--- config.mk ---
export PLATFORM = sky130hd
export DESIGN_NAME = ras_ctrl
export DESIGN_NICKNAME = d
export VERILOG_FILES = /design/src/rtl/ras_ctrl.sv
export SDC_FILE = /design/constraint.sdc
export NUM_CORES = 1
export LEC_CHECK = 0
export CORE_MARGIN = 8
export CORE_UTILIZATION = 45
export DETAILED_ROUTE_END_ITERATION = 10
export DONT_BUFFER_PORTS = 1
export PLACE_DENSITY_LB_ADDON = 0.12
export SETUP_SLACK_MARGIN = 0.5
export SLEW_MARGIN = 20
export SYNTH_ARGS = -nofsm -noshare
export SYNTH_HDL_FRONTEND = slang
export SYNTH_SLANG_ARGS = --single-unit
--- constraint.sdc ---
create_clock -name clk -period 3.9 [get_ports clk]
set_input_delay 0.195 -clock clk [delete_from_list [all_inputs] [get_ports clk]]
set_output_delay 0.195 -clock clk [all_outputs]
set_load 0.005 [all_outputs]
--- src/rtl/ras_ctrl.sv ---
// Fetch-stage return address stack controller: classifies calls/returns/swaps, drives stack commands, predicts return targets.
// Optional statistics counters are enabled by defining RAS_CTRL_STATS_EN.
module ras_ctrl #(
    parameter int RAS_SIZE = 8,
    parameter int ADDR_W   = 48
) (
    input  logic              clk,
    input  logic              n_reset,
    input  logic              fetch_valid,
    output logic              fetch_ready,
    input  logic [ADDR_W-1:0] fetch_pc,
    input  logic              is_jal,
    input  logic              is_jalr,
    input  logic              is_rvc,
    input  logic [4:0]        rd,
    input  logic [4:0]        rs1,
    input  logic              redir_valid,
    output logic              ras_push,
    output logic              ras_pop,
    output logic              ras_replace,
    output logic              ras_flush,
    output logic [ADDR_W-1:0] ras_idata,
    input  logic [ADDR_W-1:0] ras_odata,
    output logic              pred_valid,
    output logic [ADDR_W-1:0] pred_target
`ifdef RAS_CTRL_STATS_EN
    ,
    output logic [31:0]       stat_calls,
    output logic [31:0]       stat_rets,
    output logic [31:0]       stat_underflows,
    output logic [31:0]       stat_overflows
`endif
);

    localparam int CW = $clog2(RAS_SIZE) + 1;
    localparam logic [CW-1:0] FULL = CW'(RAS_SIZE);

    typedef enum logic [1:0] {
        ST_INIT    = 2'd0,
        ST_RUN     = 2'd1,
        ST_RECOVER = 2'd2
    } state_t;

    state_t            state_q, state_d;
    logic [CW-1:0]     count_q, count_d;
    logic              pred_valid_q, pred_valid_d;
    logic [ADDR_W-1:0] pred_target_q, pred_target_d;

    logic accept, link_rd, link_rs1;
    logic is_call, is_ret, is_swap, has_entry;
    logic do_push, do_pop, do_repl, underflow, overflow;

    always_comb begin
        fetch_ready = (state_q == ST_RUN) && !redir_valid;
        accept      = fetch_valid && fetch_ready;
        link_rd     = (rd == 5'd1) || (rd == 5'd5);
        link_rs1    = (rs1 == 5'd1) || (rs1 == 5'd5);
        is_call     = (is_jal && link_rd) || (is_jalr && link_rd && (!link_rs1 || (rs1 == rd)));
        is_ret      = is_jalr && !link_rd && link_rs1;
        is_swap     = is_jalr && link_rd && link_rs1 && (rs1 != rd);
        has_entry   = (count_q != '0);

        // A swap on an empty stack has nothing to replace, so it degrades to a plain call.
        do_push   = accept && (is_call || (is_swap && !has_entry));
        do_pop    = accept && is_ret && has_entry;
        do_repl   = accept && is_swap && has_entry;
        underflow = accept && is_ret && !has_entry;
        overflow  = do_push && (count_q == FULL);

        ras_push    = do_push;
        ras_pop     = do_pop;
        ras_replace = do_repl;
        ras_flush   = (state_q != ST_RUN) || redir_valid;
        ras_idata   = fetch_pc + (is_rvc ? ADDR_W'(2) : ADDR_W'(4));

        count_d = count_q;
        if (ras_flush) begin
            count_d = '0;
        end else if (do_push && !overflow) begin
            count_d = count_q + CW'(1);
        end else if (do_pop) begin
            count_d = count_q - CW'(1);
        end

        state_d = state_q;
        if (redir_valid) begin
            state_d = ST_RECOVER;
        end else if (state_q != ST_RUN) begin
            state_d = ST_RUN;
        end

        pred_valid_d  = do_pop || do_repl;
        pred_target_d = pred_valid_d ? ras_odata : pred_target_q;
    end

    always_ff @(posedge clk or negedge n_reset) begin
        if (!n_reset) begin
            state_q       <= ST_INIT;
            count_q       <= '0;
            pred_valid_q  <= 1'b0;
            pred_target_q <= '0;
        end else begin
            state_q       <= state_d;
            count_q       <= count_d;
            pred_valid_q  <= pred_valid_d;
            pred_target_q <= pred_target_d;
        end
    end

    assign pred_valid  = pred_valid_q;
    assign pred_target = pred_target_q;

`ifdef RAS_CTRL_STATS_EN
    logic [31:0] calls_q, calls_d, rets_q, rets_d;
    logic [31:0] unders_q, unders_d, overs_q, overs_d;

    // Counters survive redirects; only reset clears them.
    always_comb begin
        calls_d  = calls_q + 32'(do_push);
        rets_d   = rets_q + 32'(do_pop || do_repl);
        unders_d = unders_q + 32'(underflow);
        overs_d  = overs_q + 32'(overflow);
    end

    always_ff @(posedge clk or negedge n_reset) begin
        if (!n_reset) begin
            calls_q  <= '0;
            rets_q   <= '0;
            unders_q <= '0;
            overs_q  <= '0;
        end else begin
            calls_q  <= calls_d;
            rets_q   <= rets_d;
            unders_q <= unders_d;
            overs_q  <= overs_d;
        end
    end

    assign stat_calls      = calls_q;
    assign stat_rets       = rets_q;
    assign stat_underflows = unders_q;
    assign stat_overflows  = overs_q;
`endif

endmodule

==> impl_results.md, run 1 <==
* Distinct cells, synth at 41
* Largest family of logic cells by synthesized area: simple AND/OR/NAND/NOR gates
* Initial Util at 46.0%
* Seq cells post-synth at 55
* Utilization after layout at 55.2%
* DIE AREA at 10400 µm²
* Synth Area in Compound Gates at 4.07%
* Grt ovf at 0
* GRT Overall Usage at 18.6%
* Crit path max fanout at 50
* Residual DRC count at 0
* Ports at 215
* Most used DFF post-synth: dfrtp_1
* P per Cell Area at 269 nW/µm²
* Async S/R FF share, synth at 100%
* Syn Std Cell Area at 3320 µm²
* Outcome: finished clean
* Buf/Inv on CP at 0
* Leakage dissipation at 1.88 nW
* Max_slew headroom at 40.0%
* Fin. Hold Viols at 0
* Max Cap Viol at 0
* CP top delay family: simple AND/OR/NAND/NOR gates
* Synth area leaders: dfrtp_1 (41%), nand2_1 (19%), xnor2_1 (12%)
* # setup viols final at 0
* Period utilisation layout at 69.8%
* CTS sink cnt at 55
* Die W at 102 µm
* Synth area leader: dfrtp_1
* Reg clk slew, reported paths at 0.09 ns
* Least-Margin Pin Slew at 0.899 ns
* Number of synthesized flops with an enable pin at 0
* Synth Area in XOR/XNOR at 13.7%
* WL final at 9870 µm
* Max Root-Sink Buffers at 2
* TNS Setup at 0 ns
* Vias at 2915
* Net count after synthesis at 524
* Simple-gate share of the synthesized area at 34.4%
* Setup Buffers After CTS at 0
* Synth top area share at 41.4%
* Post-synthesis mux area share at 0.301%
* Clock skew at 0.0100 ns
* Die Ht at 102 µm
* Slew Viols, Final at 0
* Post-synthesis sequential area ratio at 41.4%
* Number of fill cells in the layout at 693
* Nets at 563
* Period minus WS final at 2.72 ns
* Gpl congestion at 0.872
* Fraction of layout cells with a size suffix above 1 at 4.72%
* DR vias/cell at 5.36
* CP required at 3.70 ns
* Fmax at 368 MHz
* Avg Cell Area, Syn at 8.20 µm²
* Worst skew pair latency at 0.31 ns
* Delay of the slowest cell on the worst path at 0.76 ns
* CTS tree: yes
* # rows at 31
* Yosys Warn Count at 0
* First-pass GRT wire length at 15600 µm
* WHS at 0.0109 ns
* Most frequent cells in the layout: nand2_1 (167), dfrtp_1 (55), xnor2_1 (47)
* Largest net degree at the start of global routing at 56
* Cells after Synth at 405
* Ant. Diodes at 0
* Core area at 7210 µm²
* First-pass DRT Iterations at 4
* Critical path arrival at 2.53 ns
* Vias in the first global route at 3058
* Crit-path cells: nor4_1 -> nand2b_1 -> or3_2 -> nor2_1
* CTS Buf Count at 5
* ANT nets after route at 0
* Startpoint types: flip-flop
* PortBufs at 0
* DR iter-0 viols at 52
* Most common cell after layout, fill and taps aside: nand2_1
* RSZ-0062 raised after global routing: false
* Max IR drop VDD at 164 µV
* Initial antenna violation count at 0
* H-tree depth at 2
* Hpwl dp at 7510 µm
* CP Class: reg2out
* Worst setup EP type: primary output
* Area grow syn2layout at 19.8%
* Slowest cell on crit path: or3_2
* Wire length per cell at 18.1 µm
* Worst hold path type: in2reg
* Adder-Cell Fraction of Synth Area at 2.71%
* Root Buffer: clkbuf_8
state kept, by name, summed over array words and instances (netlist names):
signal,flops
count_q,4
pred_target,48
pred_valid,1
state_q,2
path summary, 6_finish.rpt:
kind	start	endpoint	slack (ns)	cells after the start
min in group asynchronous	n_reset	pred_target[18]$_DFFE_PN0P_	0.42	2
max reg2reg	state_q[1]$_DFFE_PN0N_	count_q[3]$_DFFE_PN0P_	1.22	13
max	count_q[1]$_DFFE_PN0P_	ras_replace	1.18	4
min	ras_odata[38]	pred_target[38]$_DFFE_PN0P_	0.01	2
min reg2reg	pred_target[18]$_DFFE_PN0P_	pred_target[18]$_DFFE_PN0P_	0.52	2
max in group asynchronous	n_reset	count_q[2]$_DFFE_PN0P_	3.26	2
area by class of cell:
cell class	count	area, µm²	share of cell area [%]
Multi-Input combinational cell	326	1840	46.2
Tap cell	99	124	3.11
Timing Repair Buffer	48	495	12.5
Clock inverter	3	46.3	1.16
Sequential cell	55	1380	34.6
Clock buffer	5	68.8	1.73
Inverter	8	30.0	0.755
report_power, final:
group / internal [mW] / total (mW) / switching (mW)
Clock: 0.194 / 0.382 / 0.189
Combinational: 0.0640 / 0.115 / 0.0514
Sequential: 0.571 / 0.571 / 0.000372
repair_timing:
action / in CTS / in global routing
hold endpoints to repair: 101 / 0
hold buffers: 47 / 0
gates resized for setup: 0 / 0
layer usage:
| metal | routed length (µm) | global-route usage (%) |
|---|---|---|
| met1 | 3710 | 21.7 |
| met4 | 153 | 4.97 |
| met5 | 0 | 0 |
| met3 | 978 | 6.34 |
| met2 | 5030 | 31.9 |
synthesized netlist by cell type, types with 2 or more instances:
library cell  instances
and2_1                4
clkbuf_1              4
buf_2                 9
nor2_2                2
nand3_1              21
inv_1                 8
nor3_1                6
nor2_1               12
nand2_1             167
buf_4                 3
xor2_1                5
xnor2_1              47
a21o_1                2
and4_1                5
a211oi_2              2
nand4_1              13
dfrtp_1              55
and3_1               11
ha_1                  4
nor4_1                2
o31a_1                2
fa_1                  2
cell families after synthesis:
family,Yosys count
flops,55
fa+ha+maj,6
buf+inv,24
mux,1
compound gates,14
xor+xnor,52
simple gates,253
metrics by stage:
| step | instance area, µm² | setup WS [ns] | power, mW | instances |
|---|---|---|---|---|
| global route | 3980 | 0.866 | 1.12 | 544 |
| detailed placement | 3380 | 1.21 | 0.646 | 489 |
| finish | 3980 | 1.18 | 1.07 | 544 |
| floorplan | 3320 | 1.52 | 0.636 | 405 |
| CTS | 3980 | 1.13 | 1.09 | 544 |
| global placement | 3380 | 1.28 | 0.646 | 489 |
No activity file was read; power rests on OpenSTA's default activity.
==> run 2: changes to the inputs <==
==> constraint.sdc (replaced) <==
create_clock -name clk -period 2.6 [get_ports clk]
set_input_delay 0.13 -clock clk [delete_from_list [all_inputs] [get_ports clk]]
set_output_delay 0.13 -clock clk [all_outputs]
set_load 0.005 [all_outputs]
==> run 2 against run 1 <==
Net effect:
- final area up 8.1%
- register-to-register slack worse by 0.80 ns
- worst setup slack worse by 0.76 ns
- sequential share of layout area down 2.5 points
- clock-buffer cell count unchanged
- worst hold slack better by 0.10 ns
- die area unchanged
- clock skew about the same
- sequential power up 50%
- flip-flop and latch count unchanged
==> impl_results.md, run 2 (same netlist as run 1, synthesis figures left out) <==
* DR iter-0 viols at 79 (was 52)
* Startpoint types: flip-flop (unchanged)
* Largest net degree at the start of global routing at 56 (unchanged)
* Initial Util at 46.0% (unchanged)
* DIE AREA at 10400 µm² (unchanged)
* Fmax at 458 MHz
* Fraction of layout cells with a size suffix above 1 at 13.0% (was 4.72%)
* WL final at 10900 µm (was 9870 µm)
* PortBufs at 0 (unchanged)
* Die W at 102 µm (unchanged)
* ANT nets after route at 0 (unchanged)
* Slowest cell on crit path: dfrtp_2 (was or3_2)
* # setup viols final at 0 (unchanged)
* Outcome: finished clean (unchanged)
* Vias in the first global route at 3111 (was 3058)
* DR vias/cell at 5.38 (was 5.36)
* Vias at 3052 (was 2915)
* Worst skew pair latency at 0.31 ns (about the same)
* WHS at 0.111 ns (was 0.0109 ns)
* Root Buffer: clkbuf_8 (unchanged)
* Least-Margin Pin Slew at 0.713 ns (was 0.899 ns)
* CP required at 2.80 ns (was 3.70 ns)
* Grt ovf at 0 (unchanged)
* Crit path max fanout at 4 (was 50)
* RSZ-0062 raised after global routing: true (was false)
* Max IR drop VDD at 268 µV (was 164 µV)
* Placed Instances at 496 (was 489)
* Worst setup EP type: flip-flop (was primary output)
* Worst hold path type: in2reg (unchanged)
* Max Root-Sink Buffers at 2 (unchanged)
* Slew Viols, Final at 0 (unchanged)
* Nets at 586 (was 563)
* Combinational power share at 11.9% (was 10.8%)
* Max_slew headroom at 52.3% (was 40.0%)
* Most common cell after layout, fill and taps aside: nand2_1 (unchanged)
* Psw at 0.392 mW (was 0.240 mW)
* First-pass GRT wire length at 16400 µm (was 15600 µm)
* Clock skew at 0.0104 ns (was 0.0100 ns)
* Period utilisation layout at 84.0%
* Max reg flops at 48 (unchanged)
* Most frequent cells in the layout: nand2_1 (166), dfrtp_1 (52), dlygate4sd3_1 (50) (was nand2_1 (167), dfrtp_1 (55), xnor2_1 (47))
* Delay of the slowest cell on the worst path at 0.48 ns (was 0.76 ns)
* CTS tree: yes (unchanged)
* GRT Overall Usage at 20.0% (was 18.6%)
* Wire length per cell at 19.2 µm (was 18.1 µm)
* Leakage dissipation at 2.01 nW (was 1.88 nW)
* Non-filler cells, final at 567 (was 544)
* Number of fill cells in the layout at 652 (was 693)
* CTS sink cnt at 55 (unchanged)
* Residual DRC count at 0 (unchanged)
* Max Cap Viol at 0 (unchanged)
* Clk pwr share at 33.0% (was 35.8%)
* H-tree depth at 2 (unchanged)
* CTS Buf Count at 5 (unchanged)
* Hpwl dp at 7830 µm (was 7510 µm)
* Sequential share of power at 55.1% (was 53.4%)
* # rows at 31 (unchanged)
* Critical path arrival at 2.39 ns (was 2.53 ns)
* Initial antenna violation count at 0 (unchanged)
* Reg clk slew, reported paths at 0.11 ns (was 0.09 ns)
* Period minus WS final at 2.18 ns
* P per Cell Area at 361 nW/µm² (was 269 nW/µm²)
* TNS Setup at 0 ns (unchanged)
* Crit-path cells: nor3_4 -> a211oi_2 -> o21ai_2 -> nand3_4 -> ha_2 -> nand3_2 -> and2_4 -> and2_1 -> o311ai_2 -> nand2_1 (was nor4_1 -> nand2b_1 -> or3_2 -> nor2_1)
* Fin. Hold Viols at 0 (unchanged)
* Gpl congestion at 0.881 (was 0.872)
* Ant. Diodes at 0 (unchanged)
* Die Ht at 102 µm (unchanged)
* Area grow syn2layout at 29.5% (was 19.8%)
* First-pass DRT Iterations at 5 (was 4)
* Ports at 215 (unchanged)
* Sw Ratio at 25.2% (was 22.5%)
* P_int at 1.16 mW (was 0.829 mW)
* CP Class: reg2reg (was reg2out)
* Core area at 7210 µm² (unchanged)
-- run 2: changes by cell type in the layout (fill, tap and decap cells not counted), sizes merged --
cell | previous run | this run
buf | 2 | 20
bufinv | 1 | 0
clkinv | 0 | 2
clkinvlp | 1 | 0
dlygate4sd3 | 46 | 50
nor3 | 7 | 8
-- run 2: area by class of cell --
class	instances	area [µm²]	area share (%)
sequential	55	1380	32.1
inverter	8	30.0	0.698
timing repair buffer	70	698	16.2
multi-input combinational	327	1970	45.7
tap	99	124	2.88
clock buffer	5	68.8	1.60
clock inverter	3	33.8	0.785
-- run 2: final timing paths --
check	endpoint	slack, ns	from	cells past startpoint
worst max-delay path	count_q[3]$_DFFE_PN0P_	0.42	count_q[1]$_DFFE_PN0P_	10
worst min-delay path	count_q[3]$_DFFE_PN0P_	0.11	is_jal	3
worst max register to register	count_q[3]$_DFFE_PN0P_	0.42	count_q[1]$_DFFE_PN0P_	10
worst min register to register	pred_target[47]$_DFFE_PN0P_	0.52	pred_target[47]$_DFFE_PN0P_	2
max in group asynchronous	count_q[1]$_DFFE_PN0P_	2.00	n_reset	2
min in group asynchronous	pred_target[39]$_DFFE_PN0P_	0.35	n_reset	2
-- run 2: repair_timing --
item,CTS,global route
hold buffers,51,0
buffers inserted,6,5
gates resized for setup,11,11
pin swaps,11,8
cloned,0,1
endpoints found under the setup margin,18,34
hold endpoints to repair,105,0
-- run 2: through the flow --
stage	power [mW]	setup WS [ns]	area, µm²	utilization (%)
global placement	0.972	0.207	3460	48.0
finish	1.56	0.416	4300	59.6
global route	1.63	0.274	4300	59.6
CTS	1.58	0.391	4190	58.1
floorplan	0.954	0.470	3360	-
detailed placement	0.973	0.267	3470	48.1
-- run 2: worst max-delay path, delay by kind of cell, from the launching register on --
kind	cells	cell delay [ns]
compound gates	3	0.41
fa+ha+maj	1	0.35
flops	1	0.48
simple gates	6	0.83
-- run 2: per-layer routing --
layer,share of wire [%],vias up,GRT usage [%],wire length (µm)
li1,-,1454,-,-
met2,51,134,35.4,5530
met1,38,1449,22.7,4180
met4,1.2,0,5.19,127
met5,0,-,0,0
met3,9.6,15,6.54,1040
-- run 2: power groups by stage --
stage / clock (mW) / combinational (mW) / sequential (mW)
after floorplan: 0 / 0.0802 / 0.874
after global placement: 0 / 0.0982 / 0.874
after detailed placement: 0 / 0.0983 / 0.874
after CTS: 0.539 / 0.185 / 0.857
after global routing: 0.570 / 0.202 / 0.858
final: 0.513 / 0.185 / 0.857
==> run 3: changes to the inputs <==
--- a/config.mk
+++ b/config.mk
@@ -5,6 +5,7 @@
 export SDC_FILE = /design/constraint.sdc
 export NUM_CORES = 1
 export LEC_CHECK = 0
+export ABC_AREA = 1
 export CORE_MARGIN = 8
 export CORE_UTILIZATION = 45
 export DETAILED_ROUTE_END_ITERATION = 10
==> constraint.sdc (replaced) <==
create_clock -name clk -period 2.3 [get_ports clk]
set_input_delay 0.115 -clock clk [delete_from_list [all_inputs] [get_ports clk]]
set_output_delay 0.115 -clock clk [all_outputs]
set_load 0.005 [all_outputs]
==> run 3 against run 2 <==
Net effect:
- highest routed layer unchanged
- critical endpoint unchanged
- sequential share of layout area decreased by 5.3 points
- largest cell class unchanged
- total power increased by 17%
- final area increased by 19%
==> impl_results.md, run 3 <==
* Root Buffer: clkbuf_8 (unchanged)
* Die W at 107 µm (was 102 µm)
* Crit. path cell count at 13 (was 10)
* Vias in the first global route at 3826 (was 3111)
* DIE AREA at 11500 µm² (was 10400 µm²)
* Net count after synthesis at 640 (was 524)
* Ports at 215 (unchanged)
* Cells after Synth at 521 (was 405)
* Placed Instances at 616 (was 496)
* CTS sink cnt at 55 (unchanged)
* Pre-CTS setup slack at 0.272 ns (was 0.267 ns)
* Period minus WS final at 1.84 ns (was 2.18 ns)
* Synth top area share at 36.6% (was 41.4%)
* Reg clk slew, reported paths at 0.10 ns (was 0.11 ns)
* Synth area leader: dfrtp_1 (unchanged)
* Clk pwr share at 30.8% (was 33.0%)
* TNS Setup at 0 ns (unchanged)
* Synth area leaders: dfrtp_1 (37%), nand2_1 (22%), xor2_1 (8.8%) (was dfrtp_1 (41%), nand2_1 (19%), xnor2_1 (12%))
* Fin. Hold Viols at 0 (unchanged)
* Worst setup margin at 0.458 ns (was 0.416 ns)
* Startpoint types: flip-flop (unchanged)
* Ant. Diodes at 0 (unchanged)
* Area after DPL at 3880 µm² (was 3470 µm²)
* CTS Buf Count at 5 (unchanged)
* CP required at 2.50 ns (was 2.80 ns)
* Leakage dissipation at 2.67 nW (was 2.01 nW)
* Post-synthesis sequential area ratio at 36.6% (was 41.4%)
* Worst setup EP type: flip-flop (unchanged)
* P_int at 1.33 mW (was 1.16 mW)
* Most frequent cell after synthesis: nand2_1 (unchanged)
* Combinational power share at 15.8% (was 11.9%)
* Hold Path Depth at 4 (was 3)
* First-pass DRT Iterations at 5 (unchanged)
* Post-synth top cells: nand2_1 (219), inv_1 (60), dfrtp_1 (55) (was nand2_1 (167), dfrtp_1 (55), xnor2_1 (47))
* Slowest cell on crit path: dfrtp_1 (was dfrtp_2)
* Core area at 8180 µm² (was 7210 µm²)
* Delay of the slowest cell on the worst path at 0.40 ns (was 0.48 ns)
* Total Power at 1.81 mW (was 1.56 mW)
* Period utilisation layout at 80.1% (was 84.0%)
* Crit path max fanout at 5 (was 4)
* CP Class: reg2reg (unchanged)
* Most common cell after layout, fill and taps aside: nand2_1 (unchanged)
* Sequential share of power at 53.5% (was 55.1%)
* Initial Util at 46.0% (about the same)
* Hold Startpoint: is_jalr (was is_jal)
* Residual DRC count at 0 (unchanged)
* Crit-path cells: nor2_2 -> nand2_2 -> nor2_2 -> nand3_1 -> nand3_2 -> nand3_4 -> ha_4 -> nand2_2 -> nand2_2 -> a31oi_4 -> nand3_1 -> nand3_1 -> nand2_1 (was nor3_4 -> a211oi_2 -> o21ai_2 -> nand3_4 -> ha_2 -> nand3_2 -> and2_4 -> and2_1 -> o311ai_2 -> nand2_1)
* Seq cells post-synth at 55 (unchanged)
* Max IR drop VDD at 378 µV (was 268 µV)
* Max reg flops at 48 (unchanged)
* Least-Margin Pin Slew at 0.598 ns (was 0.713 ns)
* Hold path endpoint: count_q[0]$_DFFE_PN0P_ (was count_q[3]$_DFFE_PN0P_)
* CTS tree: yes (unchanged)
* Reg2Reg Setup Slack at 0.46 ns (was 0.42 ns)
* Fmax at 543 MHz (was 458 MHz)
* P per Cell Area at 353 nW/µm² (was 361 nW/µm²)
* WL final at 12300 µm (was 10900 µm)
* Sw Ratio at 26.9% (was 25.2%)
* Non-filler cells, final at 710 (was 567)
* Largest net degree at the start of global routing at 56 (unchanged)
* H-tree depth at 2 (unchanged)
* Initial antenna violation count at 0 (unchanged)
* # setup viols final at 0 (unchanged)
* Syn Std Cell Area at 3760 µm² (was 3320 µm²)
* Avg Cell Area, Syn at 7.22 µm² (was 8.20 µm²)
* Die Ht at 107 µm (was 102 µm)
* Nets at 723 (was 586)
* GRT Overall Usage at 20.0% (about the same)
* Worst reg2reg path endpoint: count_q[3]$_DFFE_PN0P_ (unchanged)
* Buf/Inv on CP at 0 (unchanged)
* Worst hold path type: in2reg (unchanged)
* Slew Viols, Final at 0 (unchanged)
* Gpl congestion at 0.889 (was 0.881)
* RSZ-0062 raised after global routing: true (unchanged)
* Max Root-Sink Buffers at 2 (unchanged)
* Distinct cells, synth at 33 (was 41)
* CP top delay family: simple AND/OR/NAND/NOR gates (unchanged)
* Async S/R FF share, synth at 100% (unchanged)
* # rows at 33 (was 31)
* ANT nets after route at 0 (unchanged)
* Most used DFF post-synth: dfrtp_1 (unchanged)
* Area grow syn2layout at 36.6% (was 29.5%)
* Critical path arrival at 2.04 ns (was 2.39 ns)
* DR iter-0 viols at 82 (was 79)
* Hpwl dp at 9170 µm (was 7830 µm)
* Post-route design area at 5140 µm² (was 4300 µm²)
* R2R cell count at 13 (was 10)
* Yosys Warn Count at 0 (unchanged)
* Max_slew headroom at 59.8% (was 52.3%)
* Grt ovf at 0 (unchanged)
* Most frequent cells in the layout: nand2_1 (213), inv_1 (55), dfrtp_1 (55) (was nand2_1 (166), dfrtp_1 (52), dlygate4sd3_1 (50))
* Psw at 0.487 mW (was 0.392 mW)
* Fraction of layout cells with a size suffix above 1 at 19.3% (was 13.0%)
* PortBufs at 0 (unchanged)
* Outcome: finished clean (unchanged)
* Vias at 3648 (was 3052)
* RR Startpoint: count_q[0]$_DFFE_PN0P_ (was count_q[1]$_DFFE_PN0P_)
* Clock skew at 0.0122 ns (was 0.0104 ns)
* Max Cap Viol at 0 (unchanged)
* First-pass GRT wire length at 19000 µm (was 16400 µm)
* Number of synthesized flops with an enable pin at 0 (unchanged)
* Worst skew pair latency at 0.31 ns (about the same)
* Wire length per cell at 17.4 µm (was 19.2 µm)
* DR vias/cell at 5.14 (was 5.38)
## run 3: power by group through the flow
stage / clock network [mW] / logic, mW / registers (mW)
after floorplan: 0 / 0.129 / 0.988
after global placement: 0 / 0.153 / 0.988
after detailed placement: 0 / 0.156 / 0.988
after CTS: 0.591 / 0.272 / 0.969
after global routing: 0.624 / 0.313 / 0.970
final: 0.558 / 0.286 / 0.969
## run 3: routing by layer
layer	track usage (%)	vias to the layer above	part of all wire, %
met5	0	-	0
met4	6.74	0	2.7
met3	6.95	28	10
met2	35.7	165	51
met1	21.4	1689	37
li1	-	1766	-
## run 3: through the flow
stage	utilization, %	hold WS, ns
6_report	62.8	0.171
5_1_grt	62.8	0.186
3_3_place_gp	47.5	-0.179
3_5_place_dp	47.5	-0.179
4_1_cts	59.4	0.146
2_1_floorplan	-	-0.181
## run 3: logic make-up after synthesis
kind of cell / share of synthesized area, %
fa+ha+maj: 2.40
xor+xnor: 10.9
compound gates: 0.931
flops: 36.6
buf+inv: 7.92
simple gates: 41.2
## run 3: timing repair
item                                    in CTS  in global routing
resized for setup                           37                 32
endpoints found under the setup margin      65                 71
hold endpoints to repair                   105                  0
setup buffers                               22                 12
pin swaps                                   36                 36
cloned                                       0                  1
hold buffers                                51                  0
## run 3: area by class of cell
type                            instances  area, µm²
Clock buffer                            5       68.8
Clock inverter                          3       27.5
Fill cell                             699       3040
Inverter                               63        260
Multi-Input combinational cell        391       2430
Sequential cell                        55       1380
Tap cell                              105        131
Timing Repair Buffer                   88        847
## run 3: worst register-to-register path: cells and delay by family (launching register included)
family	cells	cell delay, ns
flip-flops	1	0.40
AO/OA/AOI/OAI	1	0.14
adder cells (fa/ha/maj)	1	0.26
AND/OR/NAND/NOR	11	0.95
## run 3: worst max-delay path by stage
stage | slack, ns | startpoint | to
floorplan | 0.50 | count_q[1]$_DFFE_PN0P_ | count_q[3]$_DFFE_PN0P_
global placement | 0.31 | is_rvc | ras_idata[40]
detailed placement | 0.27 | is_rvc | ras_idata[40]
CTS | 0.37 | is_rvc | ras_idata[33]
global route | 0.32 | count_q[0]$_DFFE_PN0P_ | count_q[3]$_DFFE_PN0P_
finish | 0.46 | count_q[0]$_DFFE_PN0P_ | count_q[3]$_DFFE_PN0P_
